==> src/rtl/sao_scan_pkg.sv <==
// rtl/sao_scan_pkg.sv - shared types, margins and block-bound arithmetic for the SAO block scanner
`timescale 1ns/1ps
package sao_scan_pkg;

  typedef enum logic [1:0] {IDLE, SETUP, SCAN} scan_state_e;

  // Bound arithmetic width: max(PIC_W_LEN, PIC_H_LEN) + 1 for the default 13-bit geometry.
  localparam int CALC_W = 14;

  localparam int SKIP_X_L_DEF = 4;
  localparam int SKIP_Y_L_DEF = 3;
  localparam int SKIP_X_C_DEF = 3;
  localparam int SKIP_Y_C_DEF = 2;

  // Last 2x2-block index of one component along one axis, clipped at the picture edge.
  function automatic logic [4:0] calc_blk_len(
    input logic [CALC_W-1:0] dim,
    input logic [CALC_W-1:0] pos,
    input logic [2:0]        ctu_size,
    input logic              sh,
    input logic [CALC_W-1:0] skip
  );
    logic [CALC_W-1:0] cw;
    logic [CALC_W-1:0] rem;
    logic [CALC_W-1:0] ew;
    logic [CALC_W-1:0] nb;
    cw  = (CALC_W'(1) << ctu_size) >> sh;
    rem = (dim - (pos << ctu_size)) >> sh;
    ew  = (cw < rem) ? cw : rem;
    nb  = (ew + CALC_W'(1)) >> 1;
    return (nb > skip) ? 5'(nb - skip) : 5'd0;
  endfunction

endpackage

==> src/rtl/sao_blk_len_calc.sv <==
// rtl/sao_blk_len_calc.sv - combinational per-component block bound for one axis
`timescale 1ns/1ps
module sao_blk_len_calc
  import sao_scan_pkg::*;
#(
  parameter int CHROMA_SHIFT = 1,
  parameter int SKIP_L       = 4,
  parameter int SKIP_C       = 3
) (
  input  logic [CALC_W-1:0] dim,
  input  logic [CALC_W-1:0] pos,
  input  logic [2:0]        ctu_size,
  input  logic              is_chroma,
  output logic [4:0]        len
);

  logic              sh;
  logic [CALC_W-1:0] skip;

  always_comb begin
    sh   = is_chroma && (CHROMA_SHIFT != 0);
    skip = is_chroma ? CALC_W'(SKIP_C) : CALC_W'(SKIP_L);
    len  = calc_blk_len(dim, pos, ctu_size, sh, skip);
  end

endmodule

==> src/rtl/sao_stat_blk_scan.sv <==
// rtl/sao_stat_blk_scan.sv - per-CTU raster scan of 2x2 blocks emitting SAO statistics descriptors
`timescale 1ns/1ps
module sao_stat_blk_scan
  import sao_scan_pkg::*;
#(
  parameter int PIC_W_LEN    = 13,
  parameter int PIC_H_LEN    = 13,
  parameter int CTU_X_LEN    = 9,
  parameter int CTU_Y_LEN    = 9,
  parameter int BLK_X_LEN    = 6,
  parameter int BLK_Y_LEN    = 6,
  parameter int NUM_COMP     = 3,
  parameter int CHROMA_SHIFT = 1,
  parameter int SKIP_X_L     = SKIP_X_L_DEF,
  parameter int SKIP_Y_L     = SKIP_Y_L_DEF,
  parameter int SKIP_X_C     = SKIP_X_C_DEF,
  parameter int SKIP_Y_C     = SKIP_Y_C_DEF
) (
  input  logic                 clk,
  input  logic                 arst_n,
  input  logic                 start,
  input  logic                 abort,
  input  logic [PIC_W_LEN-1:0] pic_width,
  input  logic [PIC_H_LEN-1:0] pic_height,
  input  logic [CTU_X_LEN-1:0] ctu_x,
  input  logic [CTU_Y_LEN-1:0] ctu_y,
  input  logic [2:0]           ctu_size,
  output logic                 busy,
  output logic                 blk_valid,
  input  logic                 blk_ready,
  output logic [BLK_X_LEN-1:0] blk_X,
  output logic [BLK_Y_LEN-1:0] blk_Y,
  output logic [1:0]           blk_cIdx,
  output logic                 isLeftAvail,
  output logic                 isAboveAvail,
  output logic                 isLeftAboveAvail,
  output logic                 isLeftMergeAvail,
  output logic                 isUpperMergeAvail,
  output logic                 blk_last_comp,
  output logic                 blk_last_ctu,
  output logic                 ctu_done,
  output logic [4:0]           X_len,
  output logic [4:0]           Y_len
);

  scan_state_e          state_q, state_d;
  logic [PIC_W_LEN-1:0] pic_w_q, pic_w_d;
  logic [PIC_H_LEN-1:0] pic_h_q, pic_h_d;
  logic [CTU_X_LEN-1:0] ctu_x_q, ctu_x_d;
  logic [CTU_Y_LEN-1:0] ctu_y_q, ctu_y_d;
  logic [2:0]           ctu_size_q, ctu_size_d;
  logic [BLK_X_LEN-1:0] x_q, x_d;
  logic [BLK_Y_LEN-1:0] y_q, y_d;
  logic [1:0]           cidx_q, cidx_d;
  logic [4:0]           x_len_q, x_len_d;
  logic [4:0]           y_len_q, y_len_d;
  logic                 busy_q, busy_d;
  logic                 done_q, done_d;

  logic [4:0]           calc_x_len;
  logic [4:0]           calc_y_len;
  logic                 is_chroma;
  logic                 at_x_end;
  logic                 at_y_end;
  logic                 last_comp;
  logic                 last_cidx;

  assign is_chroma = (cidx_q != 2'd0);

  // Bounds are evaluated from the latched geometry; only SETUP captures them.
  sao_blk_len_calc #(
    .CHROMA_SHIFT (CHROMA_SHIFT),
    .SKIP_L       (SKIP_X_L),
    .SKIP_C       (SKIP_X_C)
  ) u_len_x (
    .dim       (CALC_W'(pic_w_q)),
    .pos       (CALC_W'(ctu_x_q)),
    .ctu_size  (ctu_size_q),
    .is_chroma (is_chroma),
    .len       (calc_x_len)
  );

  sao_blk_len_calc #(
    .CHROMA_SHIFT (CHROMA_SHIFT),
    .SKIP_L       (SKIP_Y_L),
    .SKIP_C       (SKIP_Y_C)
  ) u_len_y (
    .dim       (CALC_W'(pic_h_q)),
    .pos       (CALC_W'(ctu_y_q)),
    .ctu_size  (ctu_size_q),
    .is_chroma (is_chroma),
    .len       (calc_y_len)
  );

  assign at_x_end  = (x_q == BLK_X_LEN'(x_len_q));
  assign at_y_end  = (y_q == BLK_Y_LEN'(y_len_q));
  assign last_comp = at_x_end && at_y_end;
  assign last_cidx = (cidx_q == 2'(NUM_COMP - 1));

  always_comb begin
    state_d    = state_q;
    pic_w_d    = pic_w_q;
    pic_h_d    = pic_h_q;
    ctu_x_d    = ctu_x_q;
    ctu_y_d    = ctu_y_q;
    ctu_size_d = ctu_size_q;
    x_d        = x_q;
    y_d        = y_q;
    cidx_d     = cidx_q;
    x_len_d    = x_len_q;
    y_len_d    = y_len_q;
    busy_d     = busy_q;
    done_d     = 1'b0;

    unique case (state_q)
      IDLE: begin
        if (start) begin
          pic_w_d    = pic_width;
          pic_h_d    = pic_height;
          ctu_x_d    = ctu_x;
          ctu_y_d    = ctu_y;
          ctu_size_d = ctu_size;
          x_d        = '0;
          y_d        = '0;
          cidx_d     = 2'd0;
          busy_d     = 1'b1;
          state_d    = SETUP;
        end
      end
      SETUP: begin
        x_len_d = calc_x_len;
        y_len_d = calc_y_len;
        x_d     = '0;
        y_d     = '0;
        state_d = SCAN;
      end
      SCAN: begin
        if (blk_ready) begin
          if (!at_x_end) begin
            x_d = x_q + 1'b1;
          end else if (!at_y_end) begin
            x_d = '0;
            y_d = y_q + 1'b1;
          end else begin
            x_d = '0;
            y_d = '0;
            if (last_cidx) begin
              busy_d  = 1'b0;
              done_d  = 1'b1;
              state_d = IDLE;
            end else begin
              cidx_d  = cidx_q + 2'd1;
              state_d = SETUP;
            end
          end
        end
      end
      default: state_d = IDLE;
    endcase

    // Abort wins over start, transfers and completion alike.
    if (abort) begin
      state_d = IDLE;
      busy_d  = 1'b0;
      done_d  = 1'b0;
    end
  end

  always_ff @(posedge clk or negedge arst_n) begin
    if (!arst_n) begin
      state_q    <= IDLE;
      pic_w_q    <= '0;
      pic_h_q    <= '0;
      ctu_x_q    <= '0;
      ctu_y_q    <= '0;
      ctu_size_q <= '0;
      x_q        <= '0;
      y_q        <= '0;
      cidx_q     <= '0;
      x_len_q    <= '0;
      y_len_q    <= '0;
      busy_q     <= 1'b0;
      done_q     <= 1'b0;
    end else begin
      state_q    <= state_d;
      pic_w_q    <= pic_w_d;
      pic_h_q    <= pic_h_d;
      ctu_x_q    <= ctu_x_d;
      ctu_y_q    <= ctu_y_d;
      ctu_size_q <= ctu_size_d;
      x_q        <= x_d;
      y_q        <= y_d;
      cidx_q     <= cidx_d;
      x_len_q    <= x_len_d;
      y_len_q    <= y_len_d;
      busy_q     <= busy_d;
      done_q     <= done_d;
    end
  end

  assign blk_valid = (state_q == SCAN);
  assign busy      = busy_q;
  assign ctu_done  = done_q;
  assign blk_X     = x_q;
  assign blk_Y     = y_q;
  assign blk_cIdx  = cidx_q;
  assign X_len     = x_len_q;
  assign Y_len     = y_len_q;

  // Flags are qualified by valid so that idle and reset present all-zero outputs.
  assign isLeftAvail       = blk_valid && !((x_q == '0) && (ctu_x_q == '0));
  assign isAboveAvail      = blk_valid && !((y_q == '0) && (ctu_y_q == '0));
  assign isLeftAboveAvail  = isLeftAvail && isAboveAvail;
  assign isLeftMergeAvail  = blk_valid && (ctu_x_q != '0);
  assign isUpperMergeAvail = blk_valid && (ctu_y_q != '0);
  assign blk_last_comp     = blk_valid && last_comp;
  assign blk_last_ctu      = blk_valid && last_comp && last_cidx;

endmodule

==> config.mk <==
export PLATFORM = sky130hd
export DESIGN_NAME = sao_stat_blk_scan
export DESIGN_NICKNAME = d
export VERILOG_FILES = /design/src/rtl/sao_scan_pkg.sv /design/src/rtl/sao_blk_len_calc.sv /design/src/rtl/sao_stat_blk_scan.sv
export SDC_FILE = /design/constraint.sdc
export NUM_CORES = 1
export LEC_CHECK = 0
export CORE_ASPECT_RATIO = 1.2
export CORE_MARGIN = 2
export CORE_UTILIZATION = 57
export DETAILED_ROUTE_END_ITERATION = 16
export GPL_TIMING_DRIVEN = 1
export PLACE_DENSITY = 0.78
export SYNTH_ARGS = -nofsm -noshare
export SYNTH_HDL_FRONTEND = slang
export SYNTH_SLANG_ARGS = --single-unit
==> constraint.sdc <==
create_clock -name clk -period 9.48 [get_ports clk]
set_input_delay 1.896 -clock clk [delete_from_list [all_inputs] [get_ports clk]]
set_output_delay 1.896 -clock clk [all_outputs]
set_load 0.05 [all_outputs]
==> flow_summary.yaml, run 1 <==
outcome:
  status: "completed"
worst_setup_path:
  path_max_fanout: 30
  critPathLaunchType: "flip-flop"
  crit_required_ns: 9.69
  critPathSlowestCell: "dfrtp_1"
  setup.worst_path.end_class: "flip-flop"
  crit_type: "reg2reg"
  path_buf_inv: 2
  crit_arrival_ns: 8.20
  critPathTopFamily: "compound AO/OA/AOI/OAI gates"
  slowest_delay_ns: 0.92
  ff2ff_path_depth: 33
  cp.depth: 33
global_route:
  grt_pass1_wl_mm: 28.5
  grtUsageTotal_pct: 29.0
  grt_max_degree: 76
  grt_antenna_before_repair: 0
  first_global_vias: 5933
  grt_overflow: 0
detailed_routing:
  num_vias: 6078
  dr.pass1.iters: 6
  drt_first_iter_violations: 347
  drc: 0
  ant_nets: 0
  avgViaCountPerCell: 6.18
  wire_per_inst_um: 17.6
  routed_wl_mm: 17.3
clock_tree:
  cts.htree.levels: 3
  numCtsBuffers: 9
  clock_latency_ns: 0.34
  hold_buffers: 0
  cts_buffer_depth: 2
  cts.clk_slew.worst_paths_ns: 0.07
  cts_setup_buffers: 0
  cts_resized: 0
  cts_tree: "built"
  cts-root-buf: "clkbuf_16"
  cts_sinks: 75
timing:
  worstMarginPinSlew_ns: 1.07
  finalCritPeriodShare_pct: 84.4
  finalSetupTns_ns: 0
  setup_violations: 0
  rsz0062_at_grt: "false"
  period_minus_slack_ns: 8.00
  fin_skew_ns: 0.0112
  maxSlewHeadroom_pct: 28.6
  finalHoldViolCount: 0
  drv_slew: 0
  fmax_mhz: 125
final_layout:
  fin_nets: 936
  regArea_um2: 1880
  area_growth_pct: 19.7
  antenna_cells: 0
  drive_gt1_share_pct: 9.89
  fin_area_um2: 7850
  multi_input_area_um2: 4460
  nFillCells: 940
die:
  core-area_um2: 11100
  start_util_pct: 58.8
  die_h_um: 121
  dieArea_um2: 12400
  ioPinCount: 86
  die-width_um: 102
  rows: 42
job:
  drv_cap: 0
placement:
  place_hpwl_mm: 13.5
  portBuffers: 85
  place_area_um2: 7520
  place_congestion: 0.930
power_and_ir_drop:
  net-switching-power_w: 0.00112
  power_density_nw_per_um2: 300
  intPower_w: 0.00123
  p_seq_share_pct: 19.9
  swShare_pct: 47.7
  power.leakage_nw: 3.42
  comb_power_share_pct: 64.0
  ir_drop_mv: 0.143
  p_clk_share_pct: 16.1
hold_path:
  whs_path_depth: 2
  hp-class: "reg2reg"
synth:
  ys_types: 65
  synth_seq_cells: 75
  synth-edff-count: 0
  ys.warnings.count: 0
  synth_area_leaders: "dfrtp_1 (29%), ha_1 (11%), mux2_2 (9.1%)"
  syn-num-nets: 864
  yosys.area.top_type: "dfrtp_1"
  synth-main-ff-cell: "dfrtp_1"
  async_flop_share_pct: 100
  yosysSeqAreaShare_pct: 28.6
  synth.top_cell.area_share_pct: 28.6
  synth_area_um2: 6560
  synthCells: 752
  syn_avg_cell_area_um2: 8.72
[layer usage]
| layer | wire length, µm | up-vias | global-route usage, % |
|---|---|---|---|
| met5 | 0 | - | 0 |
| met4 | 568 | 0 | 12.5 |
| met3 | 1000 | 48 | 2.76 |
| met2 | 8460 | 254 | 50.3 |
| met1 | 7300 | 2879 | 36.3 |
| li1 | - | 2897 | - |
[worst reg2reg max path: cells and delay by family (launching register included)]
family	cells	cell delay (ns)
compound gates	14	3.01
buf+inv	2	0.54
simple gates	11	1.74
flops	1	0.92
xor+xnor	2	0.46
fa+ha+maj	4	1.19
[power by group through the flow]
stage               logic [W]  registers [W]  clock network, W
CTS                   0.00148       0.000467          0.000383
global route          0.00165       0.000478          0.000396
finish                0.00151       0.000468          0.000378
global placement      0.00143       0.000468                 0
floorplan             0.00107       0.000513                 0
detailed placement    0.00147       0.000472                 0
[worst paths after layout]
kind | from | to | slack (ns)
setup / recovery | ctu_size_q[1] | X_len[2] | 1.48
hold / removal | busy | busy | 0.52
setup reg to reg | ctu_size_q[1] | X_len[2] | 1.48
hold reg to reg | busy | busy | 0.52
max in group asynchronous | arst_n | ctu_y_q[0] | 7.17
min in group asynchronous | arst_n | state_q[1] | 1.68
[registers in the layout, summed over array words and instances, names as in the netlist, 2 cells and up]
| name | cells |
|---|---|
| pic_w_q | 13 |
| X_len | 5 |
| blk_cIdx | 2 |
| pic_h_q | 13 |
| ctu_x_q | 9 |
| blk_Y | 6 |
| state_q | 2 |
| Y_len | 5 |
| ctu_y_q | 9 |
| blk_X | 6 |
| ctu_size_q | 3 |
[stage by stage]
step                setup WS (ns)  total power [W]  utilization [%]  hold slack (ns)  cells
detailed placement           1.67          0.00194             67.5            0.507    967
CTS                          1.63          0.00233             70.5            0.526    983
global route                0.694          0.00252             70.5            0.547    983
finish                       1.48          0.00235             70.5            0.522    983
floorplan                    2.59          0.00158                -            0.487    752
global placement             2.05          0.00190             67.5            0.500    967
[synth_stat cells, types with 6 or more instances]
cell type,n
dfrtp_1,75
nand2_1,75
ha_1,57
mux2_2,53
a21oi_1,50
o21ai_0,50
nor2_1,45
inv_1,33
mux2i_1,27
xnor2_1,26
clkbuf_1,23
nand3_1,19
nor3_1,19
xor2_1,19
a21o_1,15
nand2b_1,14
nor2b_1,11
and3_1,10
o211ai_1,10
nand4_1,9
nor4_1,9
a211oi_1,7
and2_1,6
or3_1,6
[cell families after synthesis]
| group | after synthesis | share of synthesized area, % |
|---|---|---|
| adders and majority gates | 60 | 11.8 |
| xor gates and xnor gates | 45 | 6.01 |
| muxes | 80 | 13.2 |
| DFF | 75 | 28.6 |
| and+or+nand+nor | 245 | 18.6 |
| AOI/OAI and AO/OA | 187 | 18.3 |
| buffers and inverters | 60 | 3.44 |
[cell usage in the layout, fill, tap and decap left out, types with 10 or more instances in the layout]
master           Yosys  final
clkdlybuf4s50_1      0     84
dfrtp_1             75     75
nand2_1             75     75
ha_1                57     57
mux2_2              53     53
a21oi_1             50     50
o21ai_0             50     50
nor2_1              45     45
inv_1               33     33
mux2i_1             27     27
xnor2_1             26     26
nand3_1             19     19
nor3_1              19     19
xor2_1              19     19
a21o_1              15     15
nand2b_1            14     14
nor2b_1             11     11
and3_1              10     10
o211ai_1            10     10
[final cells by class]
class                   instances  area share, %
clock buffers                  10           2.92
clock inverters                 6           1.23
inverters                      33           1.58
multi-input cells             617           56.8
flip-flops and latches         75           23.9
well taps                     154           2.45
repair buffers                 88           11.1
No activity file was read; power rests on OpenSTA's default activity.
==> inputs of run 2 (changes only) <==
- clock period: 9.48 -> 7.37 ns (I/O delays scaled with it)
==> flow_summary.yaml, run 2 (synthesis results as in run 1) <==
die:
  start_util_pct: 58.8
  ioPinCount: 86
  die_h_um: 121
  dieArea_um2: 12400
  core-area_um2: 11100
  rows: 42
  die-width_um: 102
detailed_routing:
  wire_per_inst_um: 17.6
  num_vias: 6113
  routed_wl_mm: 17.6
  dr.pass1.iters: 5
  avgViaCountPerCell: 6.12
  drc: 0
  ant_nets: 0
  drt_first_iter_violations: 366
worst_setup_path:
  crit_required_ns: 7.64
  critPathLaunchType: "flip-flop"
  cp_common_cell: "mux2i_1"
  setup.worst_path.end_class: "flip-flop"
  critPathSlowestCell: "dfrtp_2"
  path_max_fanout: 11
  crit_arrival_ns: 7.04
  crit_type: "reg2reg"
  slowest_delay_ns: 0.49
clock_tree:
  cts-root-buf: "clkbuf_16"
  clock_latency_ns: 0.35
  numCtsBuffers: 9
  cts_sinks: 75
  cts_buffer_depth: 2
  cts.clk_slew.worst_paths_ns: 0.07
  hold_buffers: 0
  cts_tree: "built"
  cts.htree.levels: 3
timing:
  rsz0062_at_grt: "false"
  fmax_mhz: 148
  setup_violations: 0
  finalHoldViolCount: 0
  finalCritPeriodShare_pct: 91.9
  fin_ws_ns: 0.600
  finalSetupTns_ns: 0
  fin_skew_ns: 0.0142
  period_minus_slack_ns: 6.77
  drv_slew: 0
  maxSlewHeadroom_pct: 35.9
  hold_slack_ns: 0.524
  worstMarginPinSlew_ns: 0.961
outcome:
  status: "completed"
final_layout:
  final_cell_mix: "clkdlybuf4s50_1 (84), nand2_1 (75), dfrtp_1 (73), ha_1 (57), mux2_2 (53)"
  final_common_cell: "clkdlybuf4s50_1"
  fin_area_um2: 7950
  nFillCells: 904
  multi_input_area_um2: 4470
  fin_nets: 952
  largestRegisters: "pic_h_q (13), pic_w_q (13)"
  antenna_cells: 0
  area_growth_pct: 21.2
  regArea_um2: 1880
  stdcell_count: 999
  drive_gt1_share_pct: 12.2
power_and_ir_drop:
  power.leakage_nw: 3.49
  power_density_nw_per_um2: 382
  ir_drop_mv: 0.182
placement:
  dp_slack_ns: 0.191
  portBuffers: 85
  place_hpwl_mm: 13.6
  place_congestion: 0.952
  place_area_um2: 7610
  place_inst: 978
global_route:
  grt_pass1_wl_mm: 28.8
  grt_antenna_before_repair: 0
  grt_max_degree: 76
  grtUsageTotal_pct: 29.5
  grtUsageMet1_pct: 36.3
  use_met2_pct: 50.9
  grt_overflow: 0
  grtUsageMet3_pct: 4.15
  first_global_vias: 6033
  top_usage_layer: "met2"
hold_path:
  hp-class: "reg2reg"
job:
  drv_cap: 0
-- run 2: cell type report --
cell class	instances	area share, %
Sequential cell	75	23.6
Multi-Input combinational cell	617	56.2
Tap cell	154	2.42
Timing Repair Buffer	104	12.5
Inverter	33	1.56
Clock inverter	7	0.850
Clock buffer	9	2.83
-- run 2: metal layers --
layer | vias up | wire, µm
met5 | - | 0
met4 | 0 | 623
met3 | 53 | 940
met2 | 259 | 8740
met1 | 2878 | 7300
li1 | 2923 | -
-- run 2: report_power, final --
| part | total (W) | internal [W] | switching, W |
|---|---|---|---|
| Clock | 0.000445 | 0.000239 | 0.000206 |
| Combinational | 0.00200 | 0.000824 | 0.00118 |
| Sequential | 0.000589 | 0.000495 | 0.0000943 |
| Total | 0.00304 | 0.00156 | 0.00148 |
-- run 2: through the flow --
step | utilization [%] | total power, W
after floorplan | - | 0.00203
after global placement | 68.3 | 0.00248
after detailed placement | 68.3 | 0.00253
after CTS | 70.9 | 0.00300
after global routing | 71.3 | 0.00327
final | 71.3 | 0.00304
-- run 2: worst paths after layout --
kind	from	endpoint	slack, ns	cells after the start
max	ctu_size_q[0]	X_len[4]	0.60	29
min	busy	busy	0.52	2
max reg2reg	ctu_size_q[0]	X_len[4]	0.60	29
min reg2reg	busy	busy	0.52	2
max in group asynchronous	arst_n	ctu_size_q[0]	5.42	1
min in group asynchronous	arst_n	state_q[1]	1.24	1
-- run 2: repair_timing --
action | 4_1_cts | 5_1_grt
hold endpoints to repair | 0 | 0
gates resized for setup | 0 | 4
endpoints found under the setup margin | 0 | 10
setup buffers | 0 | 5
-- run 2: critical path: cells and delay by family, from the launching register on --
family,cells,cell delay (ns)
compound gates,11,1.69
xor+xnor,3,0.76
fa+ha+maj,4,1.49
buf+inv,2,0.26
flops,1,0.49
mux,4,0.74
simple gates,5,1.25
==> inputs of run 3 (changes only) <==
- REMOVE_ABC_BUFFERS: default -> 1
- SKIP_CTS_REPAIR_TIMING: default -> 1
==> flow_summary.yaml, run 3 (synthesis results as in run 1) <==
detailed_routing:
  drt_first_iter_violations: 275
  num_vias: 6050
  wire_per_inst_um: 17.4
  ant_nets: 0
  drc: 0
  dr.pass1.iters: 4
  avgViaCountPerCell: 6.06
  routed_wl_mm: 17.3
power_and_ir_drop:
  comb_power_share_pct: 66.2
  power.leakage_nw: 3.47
  swShare_pct: 48.1
  ir_drop_mv: 0.167
  p_seq_share_pct: 19.7
  intPower_w: 0.00155
  net-switching-power_w: 0.00144
  p_clk_share_pct: 14.1
  power_density_nw_per_um2: 378
timing:
  setup_violations: 0
  fmax_mhz: 145
  maxSlewHeadroom_pct: 32.6
  fin_skew_ns: 0.0136
  finalSetupTns_ns: 0
  period_minus_slack_ns: 6.89
  drv_slew: 0
  finalHoldViolCount: 0
  worstMarginPinSlew_ns: 1.00
  hold_slack_ns: 0.512
  finalCritPeriodShare_pct: 93.5
  rsz0062_at_grt: "false"
worst_setup_path:
  setup.worst_path.end_class: "flip-flop"
  critPathLaunchType: "flip-flop"
  crit_type: "reg2reg"
  path_max_fanout: 21
  crit_required_ns: 7.64
  critPathSlowestCell: "dfrtp_2"
  slowest_delay_ns: 0.50
  crit_arrival_ns: 7.16
global_route:
  first_global_vias: 6043
  grt_max_degree: 76
  grtUsageTotal_pct: 28.7
  grt_antenna_before_repair: 0
  grt_pass1_wl_mm: 28.2
  grt_overflow: 0
clock_tree:
  cts_buffer_depth: 2
  cts.clk_slew.worst_paths_ns: 0.07
  cts_sinks: 75
  cts.htree.levels: 3
  cts_tree: "built"
  clock_latency_ns: 0.35
  numCtsBuffers: 9
  cts-root-buf: "clkbuf_16"
outcome:
  status: "completed"
final_layout:
  antenna_cells: 0
  final_cell_mix: "clkdlybuf4s50_1 (84), nand2_1 (75), dfrtp_1 (73), ha_1 (57), mux2_2 (53)"
  fin_nets: 951
  largestRegisters: "pic_h_q (13), pic_w_q (13)"
  multi_input_area_um2: 4470
  nFillCells: 883
  drive_gt1_share_pct: 12.0
  final_common_cell: "clkdlybuf4s50_1"
  stdcell_count: 998
  regArea_um2: 1880
  post-route-util_pct: 71.1
  area_growth_pct: 20.9
  fin_area_um2: 7930
placement:
  place_congestion: 0.953
  portBuffers: 85
  place_hpwl_mm: 13.7
  place_inst: 980
  place_area_um2: 7620
die:
  die-width_um: 102
  start_util_pct: 58.8
  ioPinCount: 86
  rows: 42
  dieArea_um2: 12400
  die_h_um: 121
  core-area_um2: 11100
hold_path:
  hp-class: "reg2reg"
job:
  drv_cap: 0
## run 3: stage by stage
stage               setup slack [ns]  power [W]
finish                         0.481    0.00300
detailed placement             0.307    0.00254
global route                 0.00374    0.00322
global placement               0.586    0.00249
floorplan                      0.490    0.00203
CTS                            0.247    0.00298
## run 3: metal layers
metal  vias to the layer above  GRT usage, %  routed length (µm)  share of wire, %
met4                         0          12.2                 523               3.0
li1                       2930             -                   -                 -
met2                       186          51.2                8850                51
met1                      2888          33.4                7160                41
met3                        46          4.84                 796               4.6
met5                         -             0                   0                 0
## run 3: power groups by stage
| stage | Sequential (W) | Combinational, W | Clock, W |
|---|---|---|---|
| final | 0.000590 | 0.00198 | 0.000422 |
| after global placement | 0.000592 | 0.00190 | 0 |
| after global routing | 0.000604 | 0.00217 | 0.000445 |
| after floorplan | 0.000679 | 0.00135 | 0 |
| after CTS | 0.000589 | 0.00196 | 0.000428 |
| after detailed placement | 0.000596 | 0.00194 | 0 |
## run 3: area by class of cell
cell class                 instances  area share (%)
clock inverter                     5           0.474
inverter                          33            1.56
sequential                        75            23.7
clock buffer                      11            3.06
tap                              154            2.43
timing repair buffer             103            12.4
multi-input combinational        617            56.3
## run 3: worst max-delay path: cells and delay by family (launching register included)
family,cells,cell delay [ns]
XOR/XNOR,3,0.46
flip-flops,1,0.50
buffers and inverters,3,0.38
AND/OR/NAND/NOR,11,1.81
AO/OA/AOI/OAI,9,1.79
multiplexers,2,0.35
adder cells (fa/ha/maj),5,1.52
## run 3: path summary, 6_finish.rpt
| check | startpoint | to | slack, ns | depth (start not counted) |
|---|---|---|---|---|
| worst max-delay path | ctu_size_q[0] | X_len[4] | 0.48 | 33 |
| worst min-delay path | blk_cIdx[0] | blk_cIdx[0] | 0.51 | 1 |
| worst max register to register | ctu_size_q[0] | X_len[4] | 0.48 | 33 |
| worst min register to register | blk_cIdx[0] | blk_cIdx[0] | 0.51 | 1 |
| max in group asynchronous | arst_n | ctu_size_q[0] | 5.43 | 1 |
| min in group asynchronous | arst_n | blk_cIdx[1] | 1.27 | 1 |
